**config.mk**
```make
export PLATFORM = sky130hd
export DESIGN_NAME = ts_packet_framer_flat
export DESIGN_NICKNAME = d
export VERILOG_FILES = /design/src/rtl/ts_packet_framer_if.sv /design/src/rtl/ts_packet_framer.sv /design/src/flat_wrapper.sv
export SDC_FILE = /design/constraint.sdc
export NUM_CORES = 1
export LEC_CHECK = 0
export ABC_AREA = 1
export CAP_MARGIN = 10
export CORE_MARGIN = 4
export CORE_UTILIZATION = 56
export DETAILED_ROUTE_END_ITERATION = 8
export GPL_ROUTABILITY_DRIVEN = 0
export PLACE_DENSITY_LB_ADDON = 0.1
export SLEW_MARGIN = 10
export SYNTH_ARGS = -nofsm -noshare
export SYNTH_HDL_FRONTEND = slang
export SYNTH_SLANG_ARGS = --single-unit
```
**constraint.sdc**
```tcl
create_clock -name clk -period 3.4 [get_ports clk]
set_input_delay 1.02 -clock clk [delete_from_list [all_inputs] [get_ports clk]]
set_output_delay 1.02 -clock clk [all_outputs]
set_load 0.05 [all_outputs]
```
**src/rtl/ts_packet_framer_if.sv**
```systemverilog
// Upstream/downstream bus of the TS packet framer.
interface ts_packet_framer_if;
  localparam int unsigned PID_W = 13;
  localparam int unsigned BYTE_W = 8;
  localparam int unsigned CNT_W = 16;

  logic              tick;
  logic              pkt_req;
  logic [PID_W-1:0]  pid;
  logic              pusi;
  logic              pkt_ack;
  logic [BYTE_W-1:0] pay_data;
  logic              pay_valid;
  logic              pay_ready;
  logic [BYTE_W-1:0] byte_out;
  logic              byte_valid;
  logic              sop;
  logic              null_pkt;
  logic              underrun;
  logic [CNT_W-1:0]  data_cnt;
  logic [CNT_W-1:0]  null_cnt;

  modport master (
    output tick, pkt_req, pid, pusi, pay_data, pay_valid,
    input  pkt_ack, pay_ready, byte_out, byte_valid, sop, null_pkt,
           underrun, data_cnt, null_cnt
  );

  modport slave (
    input  tick, pkt_req, pid, pusi, pay_data, pay_valid,
    output pkt_ack, pay_ready, byte_out, byte_valid, sop, null_pkt,
           underrun, data_cnt, null_cnt
  );
endinterface

```
**src/rtl/ts_packet_framer.sv**
```systemverilog
// Emits 188-byte MPEG-TS packets, one byte per tick; null packets fill idle slots.
module ts_packet_framer (
  input  logic               clk,
  input  logic               rst,
  ts_packet_framer_if.slave  bus
);
  localparam int unsigned PKT_LEN = 188;
  localparam int unsigned HDR_LEN = 4;
  localparam int unsigned IDX_W   = 8;
  localparam int unsigned CC_W    = 4;
  localparam int unsigned CNT_W   = 16;
  localparam logic [7:0]  SYNC    = 8'h47;
  localparam logic [7:0]  STUFF   = 8'hFF;

  typedef enum logic {MODE_NULL = 1'b0, MODE_DATA = 1'b1} mode_t;

  logic [IDX_W-1:0] idx, idx_nxt;
  mode_t            mode, mode_nxt;
  logic [CC_W-1:0]  cc, cc_nxt;
  logic [12:0]      pid_q, pid_nxt;
  logic             pusi_q, pusi_nxt;

  logic             start;
  logic             in_hdr;
  logic             cur_data;
  logic             pkt_ack_c;
  logic             pay_ready_c;
  logic [7:0]       byte_nxt;
  logic             underrun_nxt;

  logic [7:0]       byte_q;
  logic             valid_q, sop_q, null_q, underrun_q;
  logic [CNT_W-1:0] dcnt_q, ncnt_q;

  assign start  = bus.tick & (idx == IDX_W'(0));
  assign in_hdr = (idx < IDX_W'(HDR_LEN));
  // Mode of the byte being built: decided live at idx 0, latched afterwards.
  assign cur_data = start ? bus.pkt_req : (mode == MODE_DATA);

  // State register: packet index, mode, continuity counter, latched header fields.
  always_ff @(posedge clk or negedge rst) begin
    if (!rst) begin
      idx    <= '0;
      mode   <= MODE_NULL;
      cc     <= '0;
      pid_q  <= '0;
      pusi_q <= 1'b0;
    end else begin
      idx    <= idx_nxt;
      mode   <= mode_nxt;
      cc     <= cc_nxt;
      pid_q  <= pid_nxt;
      pusi_q <= pusi_nxt;
    end
  end

  // Next-state: advance idx per tick, choose packet type at idx 0, bump cc after a data header.
  always_comb begin
    idx_nxt  = idx;
    mode_nxt = mode;
    cc_nxt   = cc;
    pid_nxt  = pid_q;
    pusi_nxt = pusi_q;
    if (bus.tick) begin
      idx_nxt = (idx == IDX_W'(PKT_LEN - 1)) ? '0 : idx + IDX_W'(1);
      if (idx == IDX_W'(0)) begin
        mode_nxt = bus.pkt_req ? MODE_DATA : MODE_NULL;
        if (bus.pkt_req) begin
          pid_nxt  = bus.pid;
          pusi_nxt = bus.pusi;
        end
      end
      if ((idx == IDX_W'(HDR_LEN - 1)) && (mode == MODE_DATA)) begin
        cc_nxt = cc + CC_W'(1);
      end
    end
  end

  // Output decode: handshakes and the byte to be registered on this tick.
  always_comb begin
    pkt_ack_c    = start & bus.pkt_req;
    pay_ready_c  = bus.tick & (mode == MODE_DATA) & ~in_hdr;
    byte_nxt     = STUFF;
    underrun_nxt = 1'b0;
    case (idx)
      IDX_W'(0): byte_nxt = SYNC;
      IDX_W'(1): byte_nxt = cur_data ? {1'b0, pusi_q, 1'b0, pid_q[12:8]} : 8'h1F;
      IDX_W'(2): byte_nxt = cur_data ? pid_q[7:0] : 8'hFF;
      IDX_W'(3): byte_nxt = cur_data ? {4'b0001, cc} : 8'h10;
      default: begin
        if (cur_data && bus.pay_valid) begin
          byte_nxt = bus.pay_data;
        end
        underrun_nxt = cur_data & ~bus.pay_valid;
      end
    endcase
  end

  // Output register: one-cycle latency from tick to byte, plus packet counters.
  always_ff @(posedge clk or negedge rst) begin
    if (!rst) begin
      byte_q     <= '0;
      valid_q    <= 1'b0;
      sop_q      <= 1'b0;
      null_q     <= 1'b0;
      underrun_q <= 1'b0;
      dcnt_q     <= '0;
      ncnt_q     <= '0;
    end else if (bus.tick) begin
      byte_q     <= byte_nxt;
      valid_q    <= 1'b1;
      sop_q      <= (idx == IDX_W'(0));
      null_q     <= ~cur_data;
      underrun_q <= underrun_nxt;
      if (idx == IDX_W'(0)) begin
        if (bus.pkt_req) dcnt_q <= dcnt_q + CNT_W'(1);
        else             ncnt_q <= ncnt_q + CNT_W'(1);
      end
    end else begin
      valid_q    <= 1'b0;
      sop_q      <= 1'b0;
      underrun_q <= 1'b0;
    end
  end

  assign bus.pkt_ack    = pkt_ack_c;
  assign bus.pay_ready  = pay_ready_c;
  assign bus.byte_out   = byte_q;
  assign bus.byte_valid = valid_q;
  assign bus.sop        = sop_q;
  assign bus.null_pkt   = null_q;
  assign bus.underrun   = underrun_q;
  assign bus.data_cnt   = dcnt_q;
  assign bus.null_cnt   = ncnt_q;
endmodule
```
**src/flat_wrapper.sv**
```systemverilog
// flat-port wrapper written by rule: the top's interface ports become plain ports
module ts_packet_framer_flat 
  (clk, rst, bus_tick, bus_pkt_req, bus_pid, bus_pusi, bus_pay_data, bus_pay_valid, bus_pkt_ack, bus_pay_ready, bus_byte_out, bus_byte_valid, bus_sop, bus_null_pkt, bus_underrun, bus_data_cnt, bus_null_cnt);
  ts_packet_framer_if bus_i ();
  input  logic clk;
  input  logic rst;
  input wire logic [$bits(bus_i.tick)-1:0] bus_tick;
  input wire logic [$bits(bus_i.pkt_req)-1:0] bus_pkt_req;
  input wire logic [$bits(bus_i.pid)-1:0] bus_pid;
  input wire logic [$bits(bus_i.pusi)-1:0] bus_pusi;
  input wire logic [$bits(bus_i.pay_data)-1:0] bus_pay_data;
  input wire logic [$bits(bus_i.pay_valid)-1:0] bus_pay_valid;
  output wire logic [$bits(bus_i.pkt_ack)-1:0] bus_pkt_ack;
  output wire logic [$bits(bus_i.pay_ready)-1:0] bus_pay_ready;
  output wire logic [$bits(bus_i.byte_out)-1:0] bus_byte_out;
  output wire logic [$bits(bus_i.byte_valid)-1:0] bus_byte_valid;
  output wire logic [$bits(bus_i.sop)-1:0] bus_sop;
  output wire logic [$bits(bus_i.null_pkt)-1:0] bus_null_pkt;
  output wire logic [$bits(bus_i.underrun)-1:0] bus_underrun;
  output wire logic [$bits(bus_i.data_cnt)-1:0] bus_data_cnt;
  output wire logic [$bits(bus_i.null_cnt)-1:0] bus_null_cnt;
  assign bus_i.tick = bus_tick;
  assign bus_i.pkt_req = bus_pkt_req;
  assign bus_i.pid = bus_pid;
  assign bus_i.pusi = bus_pusi;
  assign bus_i.pay_data = bus_pay_data;
  assign bus_i.pay_valid = bus_pay_valid;
  assign bus_pkt_ack = bus_i.pkt_ack;
  assign bus_pay_ready = bus_i.pay_ready;
  assign bus_byte_out = bus_i.byte_out;
  assign bus_byte_valid = bus_i.byte_valid;
  assign bus_sop = bus_i.sop;
  assign bus_null_pkt = bus_i.null_pkt;
  assign bus_underrun = bus_i.underrun;
  assign bus_data_cnt = bus_i.data_cnt;
  assign bus_null_cnt = bus_i.null_cnt;
  ts_packet_framer u_core (.clk(clk), .rst(rst), .bus(bus_i));
endmodule
```
==> impl.org, run 1 <==
** Worst setup path
- The worst register-to-register path begins at u_core.idx[0]$_DFFE_PN0P_.
- Crit. Startpoint :: bus_tick
- STA classifies the critical path endpoint as an output port.
- Sequence of cells on the critical path :: clkdlybuf4s50_1, nand2_1, inv_1, o31ai_1, inv_1, buf_12
- Crit-path slowest cell :: sky130_fd_sc_hd__clkdlybuf4s50_1
- Startpoint class of the critical path :: input port
- For the worst flop-to-flop path, the logic depth is 11.
- Critical path type :: in -> out
- The endpoint identified for the worst register-to-register timing path is u_core.bus.data_cnt[9]$_DFFE_PN0P_.
- Register-to-register path setup slack :: 1.22 ns
- The most critical setup path has its endpoint at bus_pay_ready.
- STA puts the critical path data arrival time at 2.05 ns.
- Stage delay of the slowest cell on the critical path :: 0.54 ns
- Cell occurring most often along the worst timing path :: sky130_fd_sc_hd__inv_1
- STA puts the critical path data required time at 2.38 ns.
- In this run the worst path has a maximum fanout of 3.

** Synthesis
- In this run the biggest area consumer among cell types represents between 40% and 50% of the synthesized area.
- EDFF count, synth :: 0
- Counting distinct cell types in the post-synthesis netlist gives 36.
- The average instance in the mapped netlist occupies approximately 8.1 sq um.
- Yosys printed 0 warnings.
- Library cell with the highest instance count after synthesis :: sky130_fd_sc_hd__nand2_1
- Cell area after synthesis :: 3850 sq um
- Most numerous cell types in the synthesized netlist :: sky130_fd_sc_hd__nand2_1 (142), sky130_fd_sc_hd__dfrtp_1 (71), sky130_fd_sc_hd__inv_1 (61), sky130_fd_sc_hd__nor2_1 (42), sky130_fd_sc_hd__nand3_1 (19)
- Number of standard cells after synthesis :: 475
- Leading register cell type out of synthesis :: sky130_fd_sc_hd__dfrtp_1
- Of all flip-flops after synthesis, the portion carrying an async set or reset was 100%.
- Nets in the synthesized netlist :: 509
- Leading cell types by total area after synthesis :: sky130_fd_sc_hd__dfrtp_1 (46%), sky130_fd_sc_hd__nand2_1 (14%), sky130_fd_sc_hd__inv_1 (5.9%)
- For this run, the register share of the synthesized area comes to roughly 46%.
- Counting flops and latches in the post-synthesis netlist gives between 70 and 80.
- The synthesized design spends more area on one cell type than any other, namely sky130_fd_sc_hd__dfrtp_1.

** Global routing
- The number of global-route vias before repair came to 3268.
- Maximum number of pins on one net before global-route repair :: 44
- Global-route wire length before repair :: ~15 mm
- Number of antenna violations at the first check in global routing :: 0
- GRT overflow :: 0
- Global routing used 22.2% of the available tracks.

** Power and ir drop
- Summed over all nets, the switching power comes to 597 uW.
- Net switching is 31.0% of the power.
- Per report_power, the sequential group accounts for 51.7% of the total.
- PD cells :: approximately 400 nW/um^2
- Maximum resistive drop on vdd :: 0.345 mV
- The internal power of the cells totals 1330 uW.
- Power comes to 1930 uW.
- The analysis attributes to cell leakage a power of 0.00242 uW.
- Fraction of power consumed by the clock network :: slightly below 30%
- Of the total power, combinational logic draws 19.3%.

** Detailed routing
- Average wire per cell in the routed design :: 13.7 um
- The first TritonRoute pass finished after 5 iterations.
- The count of nets left with antenna violations once routing finished came out at 0.
- # DRC :: 0
- Post-Route WL :: 8.69 mm
- Number of violations reported at the end of detailed-routing iteration 0 :: 155
- Vias per cell :: 5.20
- For this block, the via count after detailed routing is 3287.

** Place
- Post-DP Area :: 4670 sq um
- Once placement completed, the tool counted placed cells totaling 619.
- Once detailed placement completed, the half-perimeter wirelength came to 6.41 mm.
- Setup WS pre-CTS :: 0.329 ns
- Number of buffer cells added on primary ports :: between 70 and 80

** Clocking
- In this run, post-CTS hold repair placed 0 buffers.
- The root buffer cell chosen for the clock tree is sky130_fd_sc_hd__clkbuf_8.
- Post_cts resized :: 0
- Clock tree sinks :: 71
- H-Tree Level Count :: 3
- After clock tree synthesis, the clock-pin slew on the worst setup and hold paths is 0.06 ns.
- No sink is reached through more buffers than the 2 on the longest clock path.
- Number of buffers inserted during clock tree synthesis :: 9
- The later pin in the worst-skew pair is clocked with a latency of 0.34 ns.
- After clock tree synthesis, the setup repair step added 0 buffers.
- CTS tree :: done

** STA
- Time the worst path needs with I/O delays and setup :: 3.07 ns
- Peak clock frequency supported by timing :: about 330 MHz
- Layout Skew :: 0.00843 ns
- Setup slack closes at approximately 0.33 ns.
- The number of failing hold endpoints at the final stage came to 0.
- Max-slew headroom :: approximately 55%
- Of the available clock period, the critical path in the final layout requires 90.3%.
- Setup repair after global routing left no endpoint under its margin.
- At the pin with the least slew margin, the transition time is around 0.67 ns.
- The final-report max-slew violation count was 0.
- Count of endpoints failing setup in the final report :: 0
- Adding up every negative setup slack in the final design gives 0 ns.

** Finish
- The layout has around 510 filler cells.
- Sequential cell area :: 1780 sq um
- In the final layout, the multi-input gates occupy 1770 sq um.
- The net count of the finished layout is 587.
- Layout cell share with drive strength beyond 1 :: 9.01%
- After routing the design area is 4820 sq um.
- Relative to the synthesized area, the layout overhead comes to 25.1%.
- The repair_antennas step left the layout with diodes totalling 0.
- The finished layout holds 632 standard cells, fillers aside.

** Floorplan
- The die covers 8270 sq um.
- Measured along the x axis, the die boundary spans 90.9 um.
- Once the floorplan was initialized, standard cells occupied 59.3% of the core.
- Row count :: 29
- Measured along the y axis, the die boundary spans 90.9 um.
- Number of I/O pins :: 73
- Area of the core region :: 6490 sq um

** Min path
- Worst Hold Class :: reg -> reg

** Outcome
- The flow ran to the end, and the final reports show no timing, DRC or antenna violations.

** Flow run
- The tool flagged a number of max-cap violations equal to 0.
==> layer usage <==
layer / part of all wire, % / track usage [%]
met2: 49 / 36.8
met4: 1.6 / 7.91
met3: 4.7 / 4.38
met5: 0 / 0
met1: 44 / 29.1
==> stage by stage <==
stage | hold slack [ns] | util [%]
after detailed placement | 0.466 | 71.9
final | 0.475 | 74.2
after global routing | 0.500 | 74.2
after global placement | 0.463 | 71.9
after CTS | 0.475 | 74.2
after floorplan | 0.442 | -
==> cell usage in the layout (no fill, tap or decap), types with 2 or more instances in the layout <==
cell type and count:
sky130_fd_sc_hd__nand2_1 142, sky130_fd_sc_hd__nand2_2 7, sky130_fd_sc_hd__nor3_1 8, sky130_fd_sc_hd__nor3b_1 2
sky130_fd_sc_hd__clkdlybuf4s50_1 69, sky130_fd_sc_hd__xnor2_1 16, sky130_fd_sc_hd__buf_12 3, sky130_fd_sc_hd__dfrtp_1 71
sky130_fd_sc_hd__a21oi_1 13, sky130_fd_sc_hd__o21ai_0 15, sky130_fd_sc_hd__inv_1 61, sky130_fd_sc_hd__inv_2 2
sky130_fd_sc_hd__ha_1 7, sky130_fd_sc_hd__buf_4 3, sky130_fd_sc_hd__nand4_1 12, sky130_fd_sc_hd__nor2_8 2
sky130_fd_sc_hd__clkinv_2 3, sky130_fd_sc_hd__nand3_1 19, sky130_fd_sc_hd__nand3_4 2, sky130_fd_sc_hd__nor2_2 7
sky130_fd_sc_hd__xor2_1 17, sky130_fd_sc_hd__nor2_1 42, sky130_fd_sc_hd__nor4_1 3, sky130_fd_sc_hd__clkbuf_8 10
sky130_fd_sc_hd__o21ai_1 4, sky130_fd_sc_hd__nand3_2 3
==> layout make-up <==
type	instances	area share [%]
Clock buffer	11	2.93
Clock inverter	2	0.208
Inverter	64	5.01
Multi-Input combinational cell	331	36.8
Sequential cell	71	36.9
Tap cell	77	2.00
Timing Repair Buffer	76	16.2
==> power by group through the flow <==
stage | logic [uW] | clock network, uW | registers, uW
after floorplan | 192 | 0 | 1040
after global placement | 358 | 0 | 1000
after detailed placement | 369 | 0 | 1010
after CTS | 374 | 566 | 994
after global routing | 411 | 608 | 1000
final | 371 | 559 | 995
==> worst min-delay path by stage <==
stage / depth (start not counted) / to / startpoint
3_3_place_gp: 1 / u_core.cc[3]$_DFFE_PN0P_ / u_core.cc[3]$_DFFE_PN0P_
4_1_cts: 1 / u_core.cc[3]$_DFFE_PN0P_ / u_core.cc[3]$_DFFE_PN0P_
3_5_place_dp: 1 / u_core.cc[3]$_DFFE_PN0P_ / u_core.cc[3]$_DFFE_PN0P_
6_report: 1 / u_core.cc[3]$_DFFE_PN0P_ / u_core.cc[3]$_DFFE_PN0P_
2_1_floorplan: 1 / u_core.cc[3]$_DFFE_PN0P_ / u_core.cc[3]$_DFFE_PN0P_
5_1_grt: 1 / u_core.cc[3]$_DFFE_PN0P_ / u_core.cc[3]$_DFFE_PN0P_
==> registers in the layout (all words and copies together), names as in the netlist <==
signal	cells
u_core.cc	4
u_core.bus.null_cnt	16
u_core.idx	8
u_core.bus.byte_valid	1
u_core.bus.byte_out	8
u_core.pid_q	13
u_core.mode	1
u_core.pusi_q	1
u_core.bus.sop	1
u_core.bus.data_cnt	16
u_core.bus.null_pkt	1
u_core.bus.underrun	1
==> logic make-up after synthesis <==
family	after synthesis	share of synthesized area [%]
AOI/OAI and AO/OA	35	4.71
xor gates and xnor gates	34	7.93
adders and majority gates	7	2.27
buffers and inverters	73	7.80
DFF	71	46.1
and+or+nand+nor	255	31.2
==> worst max-delay path: cells and delay by family <==
| family | cells | cell delay (ns) |
|---|---|---|
| AO/OA/AOI/OAI | 1 | 0.08 |
| buffers and inverters | 4 | 0.88 |
| AND/OR/NAND/NOR | 1 | 0.07 |
No activity file was read; power rests on OpenSTA's default activity.
==> run 2, diff against run 1 <==
PLACE_DENSITY = 0.95   (was default)
PLACE_DENSITY_LB_ADDON = default   (was 0.1)
SLEW_MARGIN = 20   (was 10)
==> run 2 against run 1 <==
Compared with the run above:
- cell count up 0.63%
- clock skew is 0.0058 ns higher
- die area unchanged
- via count rose by 5.0%
- non-clock buffer count is 1 higher
- design area up 1.4%
- register-to-register slack about the same
- utilization grew 1.0 points
- flip-flop and latch count stayed put
- hold slack improved by 0.013 ns
- critical path depth unchanged
- critical path type unchanged
- largest cell class unchanged
- largest power group unchanged
==> impl.org, run 2 (synthesis results as in run 1) <==
** Flow run
- Max-cap violations :: 0 (unchanged)

** Worst setup path
- Worst path arrival time :: 2.15 ns (+0.10 ns)
- Data required, critical path :: 2.38 ns (about the same)
- The number of cells on the worst reg-to-reg path is 11 (unchanged).
- The maximum fanout along the worst path was 4 (+1).
- The worst setup path is of the in -> out kind.
- The worst setup path is launched from an input port.
- Register-to-register path setup slack :: 1.22 ns (about the same)
- Capture point of the worst reg-to-reg path :: u_core.bus.byte_out[3]$_DFFE_PN0P_
- Endpoint class of the critical path :: output port
- The startpoint identified for the worst register-to-register timing path is u_core.idx[1]$_DFFE_PN0P_.

** Global routing
- Number of antenna violations at the first check in global routing :: 0 (unchanged)
- Overall fraction of global-route tracks in use :: 23.5% (+1.3 points)
- The remaining global-route overflow was 0 (unchanged).
- Maximum number of pins on one net before global-route repair :: 34 (-23%)
- The wire length of the first global-routing pass came to 15.6 mm (+4.7%).
- Via count of the first global-routing pass :: 3395 (+3.9%)

** Outcome
- Run status :: finished clean

** Clocking
- The total CTS buffers came to 9 (unchanged).
- The buffer levels on the longest clock path is 2 (unchanged).
- Post_cts resized :: 0 (unchanged)
- The total number of clock tree sinks is 71 (unchanged).
- CTS root buf :: sky130_fd_sc_hd__clkbuf_8
- Latest clock arrival within the worst-skew pair :: 0.35 ns (about the same)
- The maximum level of the CTS H-tree came to 3 (unchanged).
- TritonCTS built the clock tree.
- The buffer count from post-CTS setup fixing came to 0 (unchanged).
- Clock-pin slew on the worst setup and hold paths :: 0.06 ns (about the same)
- Cts hold-fix bufs :: 0 (unchanged)

** Floorplan
- The boundary pin count came to 73 (unchanged).
- Area of the core region :: 6490 sq um (unchanged)
- The chip height is 90.9 um (unchanged).
- The initial core utilization is 59.3% (unchanged).
- The area of the die came to 8270 sq um (unchanged).
- Row count :: 29 (unchanged)
- The die span in x came to 90.9 um (unchanged).

** Finish
- Post-route cell area :: 4880 sq um (+1.4%)
- Layout area overhead :: 26.8%
- The post-layout utilization of the core is 75.2% (+1.0 points).
- Ant diodes :: 0 (unchanged)
- Commonest non-fill, non-tap cell in the layout :: sky130_fd_sc_hd__nand2_1
- The share of final-layout standard cells stronger than drive strength 1 was 9.66% (+0.65 points).
- Non-filler instance count after layout :: 636 (+0.63%)
- Highest-count cells in the layout ignoring fill and taps :: sky130_fd_sc_hd__nand2_1 (142), sky130_fd_sc_hd__dfrtp_1 (71), sky130_fd_sc_hd__clkdlybuf4s50_1 (69)
- Fill count :: 424 (-16%)
- Final Net Count :: 588 (+0.17%)

** Place
- Post-DP Area :: 4660 sq um (-0.11%)
- The number of cells after detailed placement was 620 (+0.16%).
- The HPWL after detailed placement was 6.83 mm (+6.6%).
- The number of buffers inserted by port buffering is 72 (unchanged).

** Min path
- Worst hold path depth :: 1 (unchanged)
- The worst hold path terminates at u_core.cc[3]$_DFFE_PN0P_.
- Worst Hold Class :: reg -> reg
- In this run the most critical hold path is launched from u_core.cc[3]$_DFFE_PN0P_.

** STA
- Peak clock frequency supported by timing :: 315 MHz (-3.2%)
- Setup TNS after final layout :: 0 ns (unchanged)
- The shortest period the worst path allows was 3.17 ns (+0.103 ns).
- Worst Max-Slew Pin Slew :: 0.686 ns (+0.0164 ns)
- The relative slew slack was 53.9% (-1.1 points).
- Final hold slack :: 0.488 ns (+0.0129 ns)
- The number of failing hold endpoints at the final stage was 0 (unchanged).
- Number of max-slew violations in the final report :: 0 (unchanged)
- The number of endpoints failing setup at the final stage was 0 (unchanged).
- Setup repair after global routing left no endpoint under its margin.
- The setup clock skew after layout is 0.0143 ns (+0.00584 ns).
- The post-route clock period utilization came to 93.3% (+3.0 points).

** Detailed routing
- The via density per instance is 5.43 (+4.4%).
- The via count of the routed design was 3452 (+5.0%).
- The number of remaining DRC errors came to 0 (unchanged).
- The wire length per cell after detailed routing came to 14.6 um (+6.4%).
- The number of DRC markers after the initial detailed-route iteration is 228 (+47%).
- The count of antenna-violating nets left after detailed routing came to 0 (unchanged).
- First-pass detailed-route iteration total :: 5 (unchanged)
- The final routed wirelength across all metal layers is 9.30 mm (+7.0%).

** Power and ir drop
- The maximum VDD drop came to 0.503 mV (+46%).
- The power density over the cells is 437 nW/um^2 (+9.3%).
- Leakage power :: 0.00245 uW (+1.2%)
-- run 2: cell count changes in the layout (fill, tap and decap cells not counted), sizes merged --
cell      delta
buf          +1
bufinv       +2
clkinvlp     +1
-- run 2: worst max-delay path by stage --
stage	to	cells past startpoint	startpoint
2_1_floorplan	bus_pay_ready	5	bus_tick
5_1_grt	bus_pay_ready	6	bus_tick
4_1_cts	bus_pay_ready	6	bus_tick
3_3_place_gp	bus_pay_ready	6	bus_tick
6_report	bus_pay_ready	6	bus_tick
3_5_place_dp	bus_pay_ready	6	bus_tick
-- run 2: per-layer routing --
layer  wire [um]  track usage (%)
met1        3660             28.8
met2        4720             39.7
met3         692             5.95
met4         224             9.55
met5           0                0
-- run 2: layout make-up --
| class | instances | area, sq um | area share (%) |
|---|---|---|---|
| inverters | 64 | 241 | 4.94 |
| multi-input cells | 331 | 1770 | 36.3 |
| well taps | 77 | 96.3 | 1.97 |
| repair buffers | 77 | 773 | 15.8 |
| clock inverters | 5 | 81.3 | 1.66 |
| clock buffers | 11 | 141 | 2.89 |
| flip-flops and latches | 71 | 1780 | 36.4 |
-- run 2: power breakdown --
part	leakage, uW	internal [uW]	switching, uW
clock network	0.000110	433	314
registers	0.000856	910	88.2
logic	0.00148	147	241
-- run 2: worst max-delay path: stages --
cell                              delay, ns
sky130_fd_sc_hd__clkdlybuf4s50_1       0.58
sky130_fd_sc_hd__nand2_1               0.10
sky130_fd_sc_hd__inv_1                 0.12
sky130_fd_sc_hd__o31ai_1               0.09
sky130_fd_sc_hd__inv_1                 0.10
sky130_fd_sc_hd__buf_12                0.14
-- run 2: per-stage QoR --
| stage | total power (uW) | worst slack [ns] |
|---|---|---|
| floorplan | 1240 | 0.728 |
| global placement | 1360 | 0.303 |
| detailed placement | 1380 | 0.216 |
| CTS | 2140 | 0.213 |
| global route | 2230 | 0.167 |
| finish | 2130 | 0.227 |
==> edit 1 (settings of run 2) <==
`CNT_W` is set to 16 in 2 places; all go to 32.
--- a/src/rtl/ts_packet_framer_if.sv
+++ b/src/rtl/ts_packet_framer_if.sv
@@ -4,3 +4,3 @@
   localparam int unsigned BYTE_W = 8;
-  localparam int unsigned CNT_W = 16;
+  localparam int unsigned CNT_W = 32;
 
--- a/src/rtl/ts_packet_framer.sv
+++ b/src/rtl/ts_packet_framer.sv
@@ -10,3 +10,3 @@
   localparam int unsigned CC_W    = 4;
-  localparam int unsigned CNT_W   = 16;
+  localparam int unsigned CNT_W   = 32;
   localparam logic [7:0]  SYNC    = 8'h47;
Interface: changed (resized bus_data_cnt and bus_null_cnt); port bits go from 73 to 105. The function was not compared with the original's and may differ.
==> edit 1 against run 2 <==
  * Critical path depth did not move
  * Worst setup slack hardly changed
  * Sequential cell count increased by 32
  * Power grew 120%
  * Synthesized area grew 54%
  * Via count is 63% higher
  * Routed wire length up 56%
  * Global-route usage about the same
  * Design area grew 51%
  * Largest cell class is now multi-input gates
  * Sequential share of layout area down 1.3 points
  * Sequential power rose by 83%
  * Synthesized cell count grew 68%
  * Clock power grew 7.6%
==> edit 1: results (changes against run 2) <==
Nonclk buf count -> 114 (+48%)
Clk cell area share -> 2.79% (-1.8 points)
Wire length per cell -> 13.9 um (-4.9%)
Port Buffers -> 104 (+44%)
Synth Area in Compound Gates -> 5.02% (+0.31 points)
Routing usage on met2 -> 39.9% (+0.22 points)
Sequential cell area share -> 35.0% (-1.3 points)
Actual slew at the worst max-slew pin -> 0.541 ns (-0.145 ns)
Multi-input gates -> 583 (+76%)
Clock network power -> 0.804 mW (+7.6%)
Met3 WL post-DR -> 1040 um (+50%)
Sequential-to-total area share from yosys stat -> 43.5% (-2.7 points)
Min-delay src -> u_core.bus.byte_out[4]
Hold Path Sink -> u_core.bus.byte_out[4]
Met1 Routed Length -> 6140 um (+68%)
Fillers -> 790 (+86%)
Reg2reg end -> u_core.bus.null_cnt[16]
Clk slew on worst S/H paths -> 0.10 ns (+0.04 ns)
Synth Net Count -> 830 (+63%)
Dpl hpwl -> 11200 um (+64%)
Worst R2R Start -> u_core.idx[0]
Routed vias -> 5620 (+63%)
Internal -> 2.56 mW (+71%)
Tot GR Track Use -> 23.5% (about the same)
Yosys reg bits -> 103 (+45%)
Hold Slack -> 0.495 ns (+0.00676 ns)
Post-synthesis async set-or-reset flop share -> 100% (unchanged)
Outcome -> finished clean
M3 GR Usage -> 3.88% (-2.1 points)
Data buffer area share -> 15.6% (-0.25 points)
Netlist cell types -> 31 (-14%)
Nets -> 939 (+60%)
Hold path depth -> 2 (+1)
Met2 WL -> 6970 um (+48%)
Iteration-0 DRC count of the detailed router -> 345 (+51%)
# clk buffers -> 11 (unchanged)
Adder-Cell Fraction of Synth Area -> 1.48% (-0.80 points)
Area of the multi-input gates -> 2900 um^2 (+64%)
Post-CTS sizing -> 0 (unchanged)
First-pass GRT wire length -> 24200 um (+54%)
Critical path peak fanout -> 6 (+2)
Leakage -> 3.42 nW (+40%)
Vias in the first global route -> 5325 (+57%)
Clk_skew -> 0.0150 ns (+0.000727 ns)
Met1 usage -> 30.3% (+1.5 points)
CP Capture Point -> bus_pay_ready
Comb pwr share -> 43.3% (+25 points)
Post-synth top cells -> 252 x nand2_1, 103 x dfrtp_1, 92 x nor2_1, 87 x inv_1, 49 x xor2_1
Synth area leaders -> dfrtp_1 43%, nand2_1 16%, xor2_1 7.2%
Share of cells above drive strength 1 -> 6.70% (-3.0 points)
Worst skew pair latency -> 0.37 ns (+0.02 ns)
Synth Area in XOR/XNOR -> 8.86% (+0.93 points)
Inverters -> 94 (+47%)
Largest net degree at the start of global routing -> 85 (+150%)
Register-to-Register Path Depth -> 10 (-1)
Peak VDD IR -> 0.000458 V (-8.9%)
## edit 1: cell count changes after synthesis, sizes merged, moves of 2 or more
cell	delta
a21boi	+2
buf	+6
dfrtp	+32
inv	+30
nand2	+108
nand3	+14
nand4	+5
nor2	+52
nor3	+26
nor4	-2
o21ai	+24
xnor2	-6
xor2	+32
## edit 1: per-stage QoR
stage / instances / cell area, um^2 / worst slack [ns] / power [mW]
5_1_grt: 1046 / 7350 / 0.139 / 4.90
4_1_cts: 1046 / 7350 / 0.222 / 4.66
3_3_place_gp: 1030 / 7150 / 0.265 / 3.79
6_report: 1046 / 7350 / 0.227 / 4.64
2_1_floorplan: 796 / 5930 / 0.858 / 3.16
3_5_place_dp: 1030 / 7150 / 0.223 / 3.86
## edit 1: worst max-delay path, delay by kind of cell
family,cells,cell delay (ns)
buffers and inverters,4,0.93
AOI/OAI and AO/OA,1,0.11
and+or+nand+nor,1,0.09
==> edit 2 (config.mk and constraints of run 2) <==
Made on the original files. One comparison of `idx` changes from == to >=.
--- a/src/rtl/ts_packet_framer.sv
+++ b/src/rtl/ts_packet_framer.sv
@@ -64,3 +64,3 @@
     if (bus.tick) begin
-      idx_nxt = (idx == IDX_W'(PKT_LEN - 1)) ? '0 : idx + IDX_W'(1);
+      idx_nxt = (idx >= IDX_W'(PKT_LEN - 1)) ? '0 : idx + IDX_W'(1);
       if (idx == IDX_W'(0)) begin
Formal check against the unedited RTL: same outputs for any inputs over 10 cycles, from zero or initial values and one cycle with rst low; that may be too few to reach the edited logic, so the function may still have changed.
==> edit 2 against run 2 <==
  * Synthesized area about the same
  * Critical endpoint is now bus_pkt_ack
  * Sequential share of layout area increased by 0.35 points
  * Routed wire length decreased by 4.9%
  * Sequential cell count unchanged
  * Via count decreased by 2.7%
  * Worst setup slack got worse by 0.045 ns
  * Cell count decreased by 0.63%
  * Design area decreased by 0.95%
Power is not compared: it rests on default switching activity, and its combinational part moved more than twofold at a synthesized area within 25%.
==> edit 2: results (changes against run 2) <==
Met1 Routed Length -> 3820 um (+4.3%)
Vias/cell -> 5.31 (-2.1%)
Dpl hpwl -> 6680 um (-2.2%)
CTS root buf -> clkbuf_8
Sequential-to-total area share from yosys stat -> 46.2% (about the same)
Tot GR Track Use -> 23.3% (-0.17 points)
Synth area leaders -> dfrtp_1 46%, nand2_1 13%, xor2_1 5.5%
Area after DPL -> 4670 um^2 (+0.27%)
Met3 WL post-DR -> 517 um (-25%)
CP max stage delay -> 0.55 ns (-0.03 ns)
Final wirelength -> 8840 um (-4.9%)
Iteration-0 DRC count of the detailed router -> 126 (-45%)
Post-place setup slack -> 0.198 ns (-0.0185 ns)
Slew headroom -> 60.1% (+6.3 points)
Mux contribution to synthesized area -> 0.293% (+0.29 points)
Switch share -> 43.7%
First-pass GRT wire length -> 15600 um (-0.22%)
Largest net degree at the start of global routing -> 29 (-15%)
Arrival time at the worst endpoint -> 2.20 ns (+0.05 ns)
Synth Area in XOR/XNOR -> 7.74% (-0.19 points)
CTS buffer count -> 9 (unchanged)
Synth Net Count -> 505 (-0.79%)
Synth Area in Compound Gates -> 4.42% (-0.29 points)
Share of cells above drive strength 1 -> 11.0% (+1.3 points)
Wire length per cell -> 14.0 um (-4.3%)
Post-synth top cells -> 129 x nand2_1, 71 x dfrtp_1, 48 x inv_1, 45 x nor2_1, 25 x nand3_1
Mapped Cells -> 471 (-0.84%)
CP max-delay cell -> clkdlybuf4s50_1
Met2 WL -> 4280 um (-9.4%)
Outcome -> finished clean
Nets -> 585 (-0.51%)
# placed instances -> 617 (-0.48%)
Clk_skew -> 0.00666 ns (-0.00761 ns)
Critical path peak fanout -> 6 (+2)
Vias in the first global route -> 3362 (-0.97%)
Adder-Cell Fraction of Synth Area -> 2.28% (about the same)
Netlist cell types -> 31 (-14%)
Post-synthesis async set-or-reset flop share -> 100% (unchanged)
-- edit 2: cells by family after synthesis --
logic type                 Yosys count
and+or+nand+nor                    256
AOI/OAI and AO/OA                   34
buffers and inverters               68
xor gates and xnor gates            34
DFF                                 71
muxes                                1
adders and majority gates            7
-- edit 2: through the flow --
step           hold slack [ns]  util [%]
2_1_floorplan            0.433         -
3_3_place_gp             0.452      72.0
4_1_cts                  0.481      74.5
3_5_place_dp             0.464      72.0
5_1_grt                  0.502      74.5
6_report                 0.487      74.5
-- edit 2: worst max-delay path: cells and delay by family --
family,cells,cell delay (ns)
buffers and inverters,2,0.74
and+or+nand+nor,2,0.43
-- edit 2: final cells by class --
cell class	instances	area, um^2
multi-input cells	332	1790
flip-flops and latches	71	1780
fillers	444	1660
repair buffers	80	796
inverters	57	216
clock buffers	11	141
well taps	77	96.3
clock inverters	4	22.5
-- edit 2: final timing paths --
path | start | to | slack [ns] | cells after the start
min in group asynchronous | rst | u_core.bus.byte_valid | 0.67 | 1
worst max-delay path | bus_tick | bus_pkt_ack | 0.18 | 4
worst min register to register | u_core.bus.byte_out[2] | u_core.bus.byte_out[2] | 0.49 | 2
worst max register to register | u_core.idx[0] | u_core.bus.data_cnt[6] | 1.16 | 10
worst min-delay path | u_core.bus.byte_out[2] | u_core.bus.byte_out[2] | 0.49 | 2
max in group asynchronous | rst | u_core.bus.data_cnt[12] | 2.00 | 2
-- edit 2: metal layers --
| metal | GRT usage [%] | vias up |
|---|---|---|
| met2 | 37.2 | 130 |
| met4 | 11.3 | 0 |
| met1 | 29.8 | 1562 |
| li1 | - | 1646 |
| met3 | 5.67 | 20 |
| met5 | 0 | - |
